[src/rtl/uart_rx_pkg.sv]
// uart_rx_pkg
// Shared definitions for the UART receive path and the command interface
// downstream of it:
//   - rx_state_t  : receiver FSM state encodings
//   - OVERSAMPLE  : number of baud ticks per serial bit
//   - CMD_*       : command byte constants understood by the command/ALU interface
//   - tick_divisor: clock-to-tick divisor for a given clock frequency and baud rate
// Optional feature macro used by the importers: UART_RX_PARITY_EN.

package uart_rx_pkg;

    localparam int OVERSAMPLE = 16;

    typedef enum logic [2:0] {
        ST_IDLE   = 3'd0,
        ST_START  = 3'd1,
        ST_DATA   = 3'd2,
        ST_PARITY = 3'd3,
        ST_STOP   = 3'd4
    } rx_state_t;

    // Command bytes shared with the command/ALU interface
    localparam logic [7:0] CMD_A  = 8'h01;
    localparam logic [7:0] CMD_B  = 8'h02;
    localparam logic [7:0] CMD_OP = 8'h03;
    localparam logic [7:0] CMD_R  = 8'h04;

    // Truncating divisor; callers must pick clk_freq/baud so the result is >= 1
    function automatic int tick_divisor(input int clk_freq, input int baud);
        return clk_freq / (baud * OVERSAMPLE);
    endfunction

endpackage

[src/rtl/baud_rate_gen.sv]
// baud_rate_gen
// Free-running divider producing a one-clock tick every DIV clocks.
// It is never resynchronised to serial frames, so receivers see the tick
// with an arbitrary phase relative to the start edge.
// Parameters:
//   DIV    : clocks per tick (>= 1)
// Ports:
//   clk    : system clock
//   rst    : asynchronous active-high reset, counter returns to 0
//   o_tick : one-clock pulse when the counter wraps from DIV-1 to 0

module baud_rate_gen #(
    parameter int DIV = 162
) (
    input  logic clk,
    input  logic rst,
    output logic o_tick
);

    localparam int CW = (DIV > 1) ? $clog2(DIV) : 1;
    localparam logic [CW-1:0] LAST = CW'(DIV - 1);

    logic [CW-1:0] count;

    // Counter runs 0..DIV-1 and wraps; with DIV = 1 it stays at 0 and ticks every clock
    always_ff @(posedge clk or posedge rst) begin
        if (rst) begin
            count <= '0;
        end else if (count == LAST) begin
            count <= '0;
        end else begin
            count <= count + CW'(1);
        end
    end

    assign o_tick = (count == LAST);

endmodule

[src/rtl/uart_rx.sv]
// uart_rx
// 16x-oversampling UART receiver (8N1 by default) that feeds received bytes
// to the command/ALU interface. Contains its own baud tick generator.
// Optional feature macro: UART_RX_PARITY_EN adds an even-parity bit between
// the data bits and the stop bit; without it o_parity_err is constant 0.
// Parameters:
//   N        : data bits per frame
//   SB_TICK  : ticks spent in the stop bit (1..16)
//   CLK_FREQ : clock frequency in Hz
//   BAUD     : line baud rate
// Ports:
//   clk          : system clock
//   rst          : asynchronous active-high reset
//   i_rx         : serial line, idle high, asynchronous to clk
//   o_data       : last good received byte
//   o_rx_valid   : one-clock pulse, o_data just updated with a good frame
//   o_frame_err  : one-clock pulse, stop bit sampled low
//   o_parity_err : one-clock pulse, parity mismatch with a good stop bit

module uart_rx
    import uart_rx_pkg::*;
#(
    parameter int N        = 8,
    parameter int SB_TICK  = 16,
    parameter int CLK_FREQ = 50_000_000,
    parameter int BAUD     = 19200
) (
    input  logic         clk,
    input  logic         rst,
    input  logic         i_rx,
    output logic [N-1:0] o_data,
    output logic         o_rx_valid,
    output logic         o_frame_err,
    output logic         o_parity_err
);

    localparam int DIV = tick_divisor(CLK_FREQ, BAUD);
    localparam int NW  = (N > 1) ? $clog2(N) : 1;

    localparam logic [3:0]    S_MID      = 4'd7;
    localparam logic [3:0]    S_LAST     = 4'(OVERSAMPLE - 1);
    localparam logic [3:0]    S_STOP     = 4'(SB_TICK - 1);
    localparam logic [NW-1:0] N_LAST     = NW'(N - 1);

    logic rx_meta;
    logic rx_sync;
    logic tick;

    rx_state_t     state, state_next;
    logic [3:0]    s, s_next;
    logic [NW-1:0] n, n_next;
    logic [N-1:0]  b, b_next;
    logic [N-1:0]  data_reg, data_next;
    logic          valid_reg, valid_next;
    logic          ferr_reg, ferr_next;
`ifdef UART_RX_PARITY_EN
    logic          par_bit, par_bit_next;
    logic          perr_reg, perr_next;
`endif

    baud_rate_gen #(
        .DIV (DIV)
    ) u_baud (
        .clk    (clk),
        .rst    (rst),
        .o_tick (tick)
    );

    // Two-flop synchroniser; resets to the idle-high line level so reset
    // release never looks like a start edge
    always_ff @(posedge clk or posedge rst) begin
        if (rst) begin
            rx_meta <= 1'b1;
            rx_sync <= 1'b1;
        end else begin
            rx_meta <= i_rx;
            rx_sync <= rx_meta;
        end
    end

    // State register plus all datapath registers; strobes are registered so
    // they appear the clock after the final stop-bit sample
    always_ff @(posedge clk or posedge rst) begin
        if (rst) begin
            state     <= ST_IDLE;
            s         <= '0;
            n         <= '0;
            b         <= '0;
            data_reg  <= '0;
            valid_reg <= 1'b0;
            ferr_reg  <= 1'b0;
`ifdef UART_RX_PARITY_EN
            par_bit   <= 1'b0;
            perr_reg  <= 1'b0;
`endif
        end else begin
            state     <= state_next;
            s         <= s_next;
            n         <= n_next;
            b         <= b_next;
            data_reg  <= data_next;
            valid_reg <= valid_next;
            ferr_reg  <= ferr_next;
`ifdef UART_RX_PARITY_EN
            par_bit   <= par_bit_next;
            perr_reg  <= perr_next;
`endif
        end
    end

    // Next-state logic. IDLE reacts on every clock so a start bit directly
    // after a stop bit is caught; the other states only advance on ticks.
    always_comb begin
        state_next = state;
        s_next     = s;
        n_next     = n;
        b_next     = b;
        data_next  = data_reg;
        valid_next = 1'b0;
        ferr_next  = 1'b0;
`ifdef UART_RX_PARITY_EN
        par_bit_next = par_bit;
        perr_next    = 1'b0;
`endif
        case (state)
            ST_IDLE: begin
                if (!rx_sync) begin
                    state_next = ST_START;
                    s_next     = '0;
                end
            end
            ST_START: begin
                if (tick) begin
                    if (s == S_MID) begin
                        // A start bit still low at its middle is genuine
                        if (!rx_sync) begin
                            state_next = ST_DATA;
                            s_next     = '0;
                            n_next     = '0;
                        end else begin
                            state_next = ST_IDLE;
                        end
                    end else begin
                        s_next = s + 4'd1;
                    end
                end
            end
            ST_DATA: begin
                if (tick) begin
                    if (s == S_LAST) begin
                        b_next = {rx_sync, b[N-1:1]};
                        s_next = '0;
                        if (n == N_LAST) begin
`ifdef UART_RX_PARITY_EN
                            state_next = ST_PARITY;
`else
                            state_next = ST_STOP;
`endif
                        end else begin
                            n_next = n + NW'(1);
                        end
                    end else begin
                        s_next = s + 4'd1;
                    end
                end
            end
`ifdef UART_RX_PARITY_EN
            ST_PARITY: begin
                if (tick) begin
                    if (s == S_LAST) begin
                        par_bit_next = rx_sync;
                        s_next       = '0;
                        state_next   = ST_STOP;
                    end else begin
                        s_next = s + 4'd1;
                    end
                end
            end
`endif
            ST_STOP: begin
                if (tick) begin
                    if (s == S_STOP) begin
                        state_next = ST_IDLE;
                        // Frame error outranks parity error: one strobe per frame
                        if (!rx_sync) begin
                            ferr_next = 1'b1;
`ifdef UART_RX_PARITY_EN
                        end else if ((^b) ^ par_bit) begin
                            perr_next = 1'b1;
`endif
                        end else begin
                            valid_next = 1'b1;
                            data_next  = b;
                        end
                    end else begin
                        s_next = s + 4'd1;
                    end
                end
            end
            default: begin
                state_next = ST_IDLE;
            end
        endcase
    end

    // Output drive from the registered values
    always_comb begin
        o_data      = data_reg;
        o_rx_valid  = valid_reg;
        o_frame_err = ferr_reg;
`ifdef UART_RX_PARITY_EN
        o_parity_err = perr_reg;
`else
        o_parity_err = 1'b0;
`endif
    end

endmodule

[config.mk]
export PLATFORM = sky130hd
export DESIGN_NAME = uart_rx
export DESIGN_NICKNAME = d
export VERILOG_FILES = /design/src/rtl/uart_rx_pkg.sv /design/src/rtl/baud_rate_gen.sv /design/src/rtl/uart_rx.sv
export SDC_FILE = /design/constraint.sdc
export NUM_CORES = 1
export LEC_CHECK = 0
export CORE_ASPECT_RATIO = 1.4
export CORE_UTILIZATION = 33
export DETAILED_ROUTE_END_ITERATION = 10
export PLACE_DENSITY = 0.53
export SLEW_MARGIN = 20
export SYNTH_ARGS = -nofsm -noshare
export SYNTH_HDL_FRONTEND = slang
export SYNTH_SLANG_ARGS = --single-unit
[constraint.sdc]
create_clock -name clk -period 2.8 [get_ports clk]
set_clock_uncertainty 0.15 [all_clocks]
set_input_delay 0.28 -clock clk [delete_from_list [all_inputs] [get_ports clk]]
set_output_delay 0.28 -clock clk [all_outputs]
set_load 0.03 [all_outputs]
==> impl_results.md, run 1 <==
* Post-synthesis sequential area ratio at 52.8%
* Number of fill cells at between 500 and 600
* Gr usage total at between 10% and 20%
* Core ar. at 0.00524 mm2
* Post-detailed-route count of antenna-violating nets at 0
* # IOs at 14
* Startpoint of the worst hold path: rx_meta
* RSZ-0062 raised after global routing: no
* R2r endpoint: n[0]
* Pre-antenna DRT Iters at 4
* Non-filler cells, final at 238
* FF-to-FF Start: u_baud.count[1]
* Wire per inst at 13.6 um
* Worst EP required at about 2800 ps
* Final Cycle Share at 92.5%
* Hold path endpoint: rx_sync
* Top_reg_cell synth: dfrtp_1
* First-pass GRT wire length at about 5600 um
* Area growth, synth to finish at 17.0%
* Clk buf depth at 2
* Largest net degree at the start of global routing at 39
* Initial cell density of the core at 34.5%
* DRC errors left at 0
* Worst-skew pair later-pin latency at slightly below 300 ps
* CP max stage cell: or4b_1
* Die area at a little under 0.006 mm2
* Vias in the first global route at about 1.3k
* Die Ht at about 90 um
* DR vias at between 1k and 1.5k
* CP arrival at 2620 ps
* Hold slack at between 200 and 250 ps
* Syn_nets at between 150 and 200
* Leak at 0.933 nW
* Post-layout min period at roughly 2600 ps
* Starting DRT DRC Count at 35
* Utilization after layout at between 40% and 50%
* FF-to-FF path depth at 7
* Initial antenna violation count at 0
* Final WS setup at roughly 210 ps
* Clock transition at the registers of the reported paths at ~70 ps
* Total power at about 1.0 mW
* Vias per std cell at 5.28
* CTS tree: yes
* Status: completed
* Fraction of synthesis flops using an asynchronous set or reset pin at 100%
* Post-cts repair resize count at 0
* Critical path startpoint category: flop
* FP Rows at 31
* Yosys top cell by area: dfrtp_1
* Setup TNS at 0 ps
* Worst Path Buf+Inv at 1
* Crit Path Category: reg2reg
* Area post-placement at 0.00200 mm2
* Final setup viols at 0
* Yosys warning total at 0
* Cts bufs inserted at 5
* Clk root buf: clkbuf_8
* Post-Syn Area at between 0.0015 and 0.002 mm2
* EDFF count, synth at 0
* Final wirelength at roughly 3200 um
* Max_slew headroom at roughly 54%
* Port bufs at 12
* Final Max Tran Viols at 0
* Postcts setup bufs at 0
* Power per cell area at just under 500 mW/mm2
* GR Overflow Total at 0
* CTS Sinks at 38
* Number of cells in the design after placement at 230
* FMAX at 386 MHz
* Ant. Diodes at 0
* Most frequent cells in the layout: dfrtp_1, mux2_2, clkdlybuf4s50_1
* Syn Inst Count at 155
* DIE WIDTH at about 65 um
* Worst Tran Pin Value at 679 ps
* Hold_buf cts at 0
* R2R setup slack at ~210 ps
* DP Wirelength at ~2200 um
* Synth area leaders: dfrtp_1, mux2_2, ha_1
* Layout cell share with drive strength beyond 1 at about a fifth
* Top-area cell type share of the netlist area at 49.9%
* Final nets at 179
* Crit path from: u_baud.count[1]
* Syn Area/Cell at about 12 um2
* Yosys reg bits at 38
* Commonest non-fill, non-tap cell in the layout: dfrtp_1
* Crit. path cell count at 7
* CP max FO at 7
* Hold Crit Class: reg2reg
* Hold Vio Cnt, Final at 0
* Pre-CTS worst setup slack at between 200 and 250 ps
* Crit end category: flop
* Max stage delay on crit path at roughly 700 ps
* MaxCap Viol Count at 0
* Distinct cells, synth at 43
* Design area at roughly 0.0021 mm2
* CP top delay family: simple AND/OR/NAND/NOR gates
* H-tree depth at 2
* CP cell instances: inv_1, ha_1, or3b_4, or4b_1, o21ai_2, o211ai_1, mux2_2
* Worst ir drop on vdd at 0.242 mV
* GP Congestion at approximately 0.78
* Hold path depth at 0
[sequential cells by signal (all words and copies together), names as in the netlist]
signal	cells
b	8
n	3
o_data	8
o_frame_err	1
o_rx_valid	1
rx_meta	1
rx_sync	1
s	4
state	3
u_baud.count	8
[worst register-to-register path: stages, from the launching register on]
cell,delay [ps]
dfrtp_1,410
inv_1,70
ha_1,130
or3b_4,390
or4b_1,690
o21ai_2,220
o211ai_1,150
mux2_2,290
[report_power, final]
part           leakage, nW  internal (mW)  total (mW)  switching (mW)
clock               0.0504          0.265       0.460           0.196
combinational        0.378        0.00441      0.0194          0.0149
sequential           0.505          0.551       0.552        0.000956
[how the worst max path moves through the flow]
stage	to	slack, ps
3_5_place_dp	n[0]	230
6_report	n[0]	210
5_1_grt	s[3]	100
2_1_floorplan	o_data[0]	330
3_3_place_gp	n[0]	300
4_1_cts	n[0]	220
[Yosys cell counts, drive strengths merged, types with 3 or more instances]
| cell | n |
|---|---|
| clkbuf | 3 |
| ha | 5 |
| nand2 | 4 |
| buf | 3 |
| a21oi | 5 |
| a22o | 4 |
| xor2 | 3 |
| nor2 | 11 |
| mux2 | 17 |
| nand3 | 9 |
| o21ai | 10 |
| dfrtp | 36 |
| xnor2 | 4 |
| and3 | 5 |
| nor3 | 3 |
| inv | 5 |
[cells by family (layout without fill, tap and decap cells)]
kind of cell	Yosys count	count (layout)	synth area share (%)
mux	18	18	11.1
other cells	1	1	0.208
buf+inv	11	28	2.77
fa+ha+maj	5	5	3.46
simple gates	46	46	14.5
flops	38	38	52.8
compound gates	29	29	11.7
xor+xnor	7	7	3.39
[metal layers]
metal | up-vias | track usage (%) | wire length [um]
met5 | - | 0 | 0
met4 | 0 | 8.89 | 72
met3 | 8 | 4.34 | 155
met2 | 35 | 21.0 | 1620
met1 | 628 | 14.5 | 1390
li1 | 585 | - | -
[area by class of cell]
class                      count  area (um2)  area share (%)
tap                           66        82.6            3.91
sequential                    38         953            45.1
clock inverter                 3        45.0            2.13
inverter                       5        18.8           0.888
timing repair buffer          15         143            6.75
clock buffer                   5        68.8            3.25
multi-input combinational    106         803            38.0
Note: power is estimated with default switching activity, not from simulation.
==> inputs of run 2 (changes only) <==
CELL_PAD_IN_SITES_DETAIL_PLACEMENT = 1   (was unset)
CELL_PAD_IN_SITES_GLOBAL_PLACEMENT = 1   (was unset)
GPL_TIMING_DRIVEN = 0   (was unset)
HOLD_SLACK_MARGIN = 0.03   (was unset)
PLACE_DENSITY = 0.62   (was 0.53)
==> run 2 against run 1 <==
Compared with the run above: sequential share of layout area is 0.86 points lower; worst setup slack worse by 42 ps; combinational power hardly changed; hold slack better by 0.53 ps; via count is 0.32% lower; register-to-register slack worse by 40 ps; sequential power hardly changed; first-iteration DRC count is 46% lower; critical path type unchanged.
==> impl_results.md, run 2 (synthesized netlist as in run 1, its figures left out) <==
* Initial antenna violation count at 0 (unchanged)
* Pre-antenna DRT Iters at 3 (-1)
* Hold path endpoint: rx_sync
* Initial cell density of the core at 34.5% (unchanged)
* Total power at 1.13 mW (+9.2%)
* Met2 Routed Length at 1990 um (+23%)
* Switching part of the total power at 19.0% (-1.5 points)
* Met3 routed WL at 78 um (-50%)
* Post-layout min period at 2630 ps (+42.1 ps)
* Crit end category: flop
* DP Wirelength at 2720 um (+21%)
* Largest net degree at the start of global routing at 39 (unchanged)
* Die Ht at 89.6 um (unchanged)
* Most frequent cells in the layout: dfrtp_1, mux2_2, clkdlybuf4s50_1
* Register Area at 953 um2 (unchanged)
* Net Switching at 0.214 mW (+1.2%)
* Max_slew headroom at 48.3% (-6.1 points)
* FF-to-FF path depth at 7 (unchanged)
* Gate power share at 1.7% (-0.2 points)
* Area growth, synth to finish at 19.3%
* Detailed-routing wirelength on met1 at 1540 um (+11%)
* Final Max Tran Viols at 0 (unchanged)
* Vias in the first global route at 1402 (+9.6%)
* Layout cell share with drive strength beyond 1 at 20.0% (+0.23 points)
* Hold path depth at 0 (unchanged)
* Post-detailed-route count of antenna-violating nets at 0 (unchanged)
* Design area at 0.00216 mm2 (+2.0%)
* Clk root buf: clkbuf_8
* Clk pwr share at 49.3% (+4.7 points)
* # IOs at 14 (unchanged)
* Worst Tran Pin Value at 775 ps (+96.0 ps)
* Power per cell area at 523 mW/mm2 (+7.1%)
* Crit Path Category: reg2reg
* Number of fill cells at 578 (+9.5%)
* Worst-skew pair later-pin latency at 290 ps (about the same)
* Cts bufs inserted at 5 (unchanged)
* RSZ-0062 raised after global routing: no
* MaxCap Viol Count at 0 (unchanged)
* CTS Sinks at 38 (unchanged)
* First-pass GRT wire length at 6490 um (+15%)
* FP Rows at 31 (unchanged)
* CP arrival at 2650 ps (+30 ps)
* FF-to-FF Start: u_baud.count[1]
* Hold_buf cts at 0 (unchanged)
* Hold Crit Class: reg2reg
* Wire per inst at 15.2 um (+11%)
* Final nets at 182 (+1.7%)
* Area of the multi-input gates at 812 um2 (+1.1%)
* Int Pwr at 0.913 mW (+11%)
* R2r endpoint: o_data[1]
* GR Overflow Total at 0 (unchanged)
* Status: completed
* GP Congestion at 0.806 (+4.0%)
* Area post-placement at 0.00201 mm2 (+0.44%)
* Utilization after layout at 41.2% (+0.79 points)
* Leak at 0.958 nW (+2.7%)
* DR vias at 1252 (-0.32%)
* Die area at 0.00578 mm2 (unchanged)
* Critical path startpoint category: flop
* Final setup viols at 0 (unchanged)
* Startpoint of the worst hold path: rx_meta
* Vias per std cell at 5.20 (-1.6%)
* Starting DRT DRC Count at 19 (-46%)
* CP max FO at 10 (+3)
* Commonest non-fill, non-tap cell in the layout: dfrtp_1
* Final wirelength at 3650 um (+13%)
* DRC errors left at 0 (unchanged)
* Ant. Diodes at 0 (unchanged)
* Clock transition at the registers of the reported paths at 80 ps (about the same)
* H-tree depth at 2 (unchanged)
* DIE WIDTH at 64.5 um (unchanged)
* Clk buf depth at 2 (unchanged)
* Core ar. at 0.00524 mm2 (unchanged)
* Top routing layer used: met4
* Gr usage total at 14.6% (+1.6 points)
* CTS tree: yes
* Worst EP required at 2810 ps (-20 ps)
* Port bufs at 12 (unchanged)
* Worst ir drop on vdd at 0.195 mV (-19%)
* R2R setup slack at 170 ps (-40 ps)
* FMAX at 380 MHz (-1.6%)
* Final WS setup at 169 ps (-42.1 ps)
* Pre-CTS worst setup slack at -125 ps (-359 ps)
* Hold Vio Cnt, Final at 0 (unchanged)
* Final Cycle Share at 94.0% (+1.5 points)
* Register share of total power at 49.0% (-4.5 points)
* Hold slack at 209 ps (+0.527 ps)
-- run 2: changes by cell type in the layout (fill, tap and decap cells not counted), sizes merged --
| cell | delta |
|---|---|
| clkinvlp | -2 |
| bufinv | +1 |
| clkbuf | +3 |
| clkinv | +1 |
-- run 2: layout make-up --
cell class                      count  share of cell area (%)
Timing Repair Buffer               12                    5.57
Sequential cell                    38                    44.2
Inverter                            5                   0.871
Clock inverter                      3                    3.19
Clock buffer                        5                    3.19
Multi-Input combinational cell    106                    37.7
Tap cell                           66                    3.83
Buffer                              6                    1.45
-- run 2: per-stage QoR --
| stage | setup TNS [ps] | std cells |
|---|---|---|
| floorplan | 0 | 155 |
| global placement | -521 | 233 |
| detailed placement | -985 | 233 |
| CTS | 0 | 241 |
| global route | 0 | 241 |
| finish | 0 | 241 |
-- run 2: worst max-delay path: stages, from the launching register on --
cell and delay [ps]:
dfrtp_1 410, inv_1 70, ha_1 140, or3b_4 410, nor4b_4 570, and3_1 250, buf_4 170, mux2_2 340
-- run 2: worst max path at each step --
stage                     from   endpoint  cells past startpoint
2_1_floorplan  u_baud.count[1]  o_data[0]                      7
3_3_place_gp   u_baud.count[1]  o_data[6]                      7
3_5_place_dp   u_baud.count[1]  o_data[7]                      7
4_1_cts        u_baud.count[1]  o_data[1]                      7
5_1_grt        u_baud.count[1]  o_data[0]                      7
6_report       u_baud.count[1]  o_data[1]                      7
-- run 2: routing by layer --
layer	up-vias	global-route usage, %
li1	589	-
met1	641	16.1
met2	17	27.9
met3	5	2.42
met4	0	5.05
met5	-	0
-- run 2: power by group through the flow --
stage	registers [mW]	logic (mW)	clock network, mW
4_1_cts	0.552	0.0206	0.573
2_1_floorplan	0.562	0.0135	0
3_5_place_dp	0.563	0.0208	0
5_1_grt	0.552	0.0228	0.588
3_3_place_gp	0.563	0.0197	0
6_report	0.552	0.0193	0.555
-- run 2: timing repair --
action / 4_1_cts / 5_1_grt
endpoints found under the hold margin: 0 / 0
setup buffers: 0 / 0
setup endpoints to repair: 11 / 0
resized for setup: 1 / 0
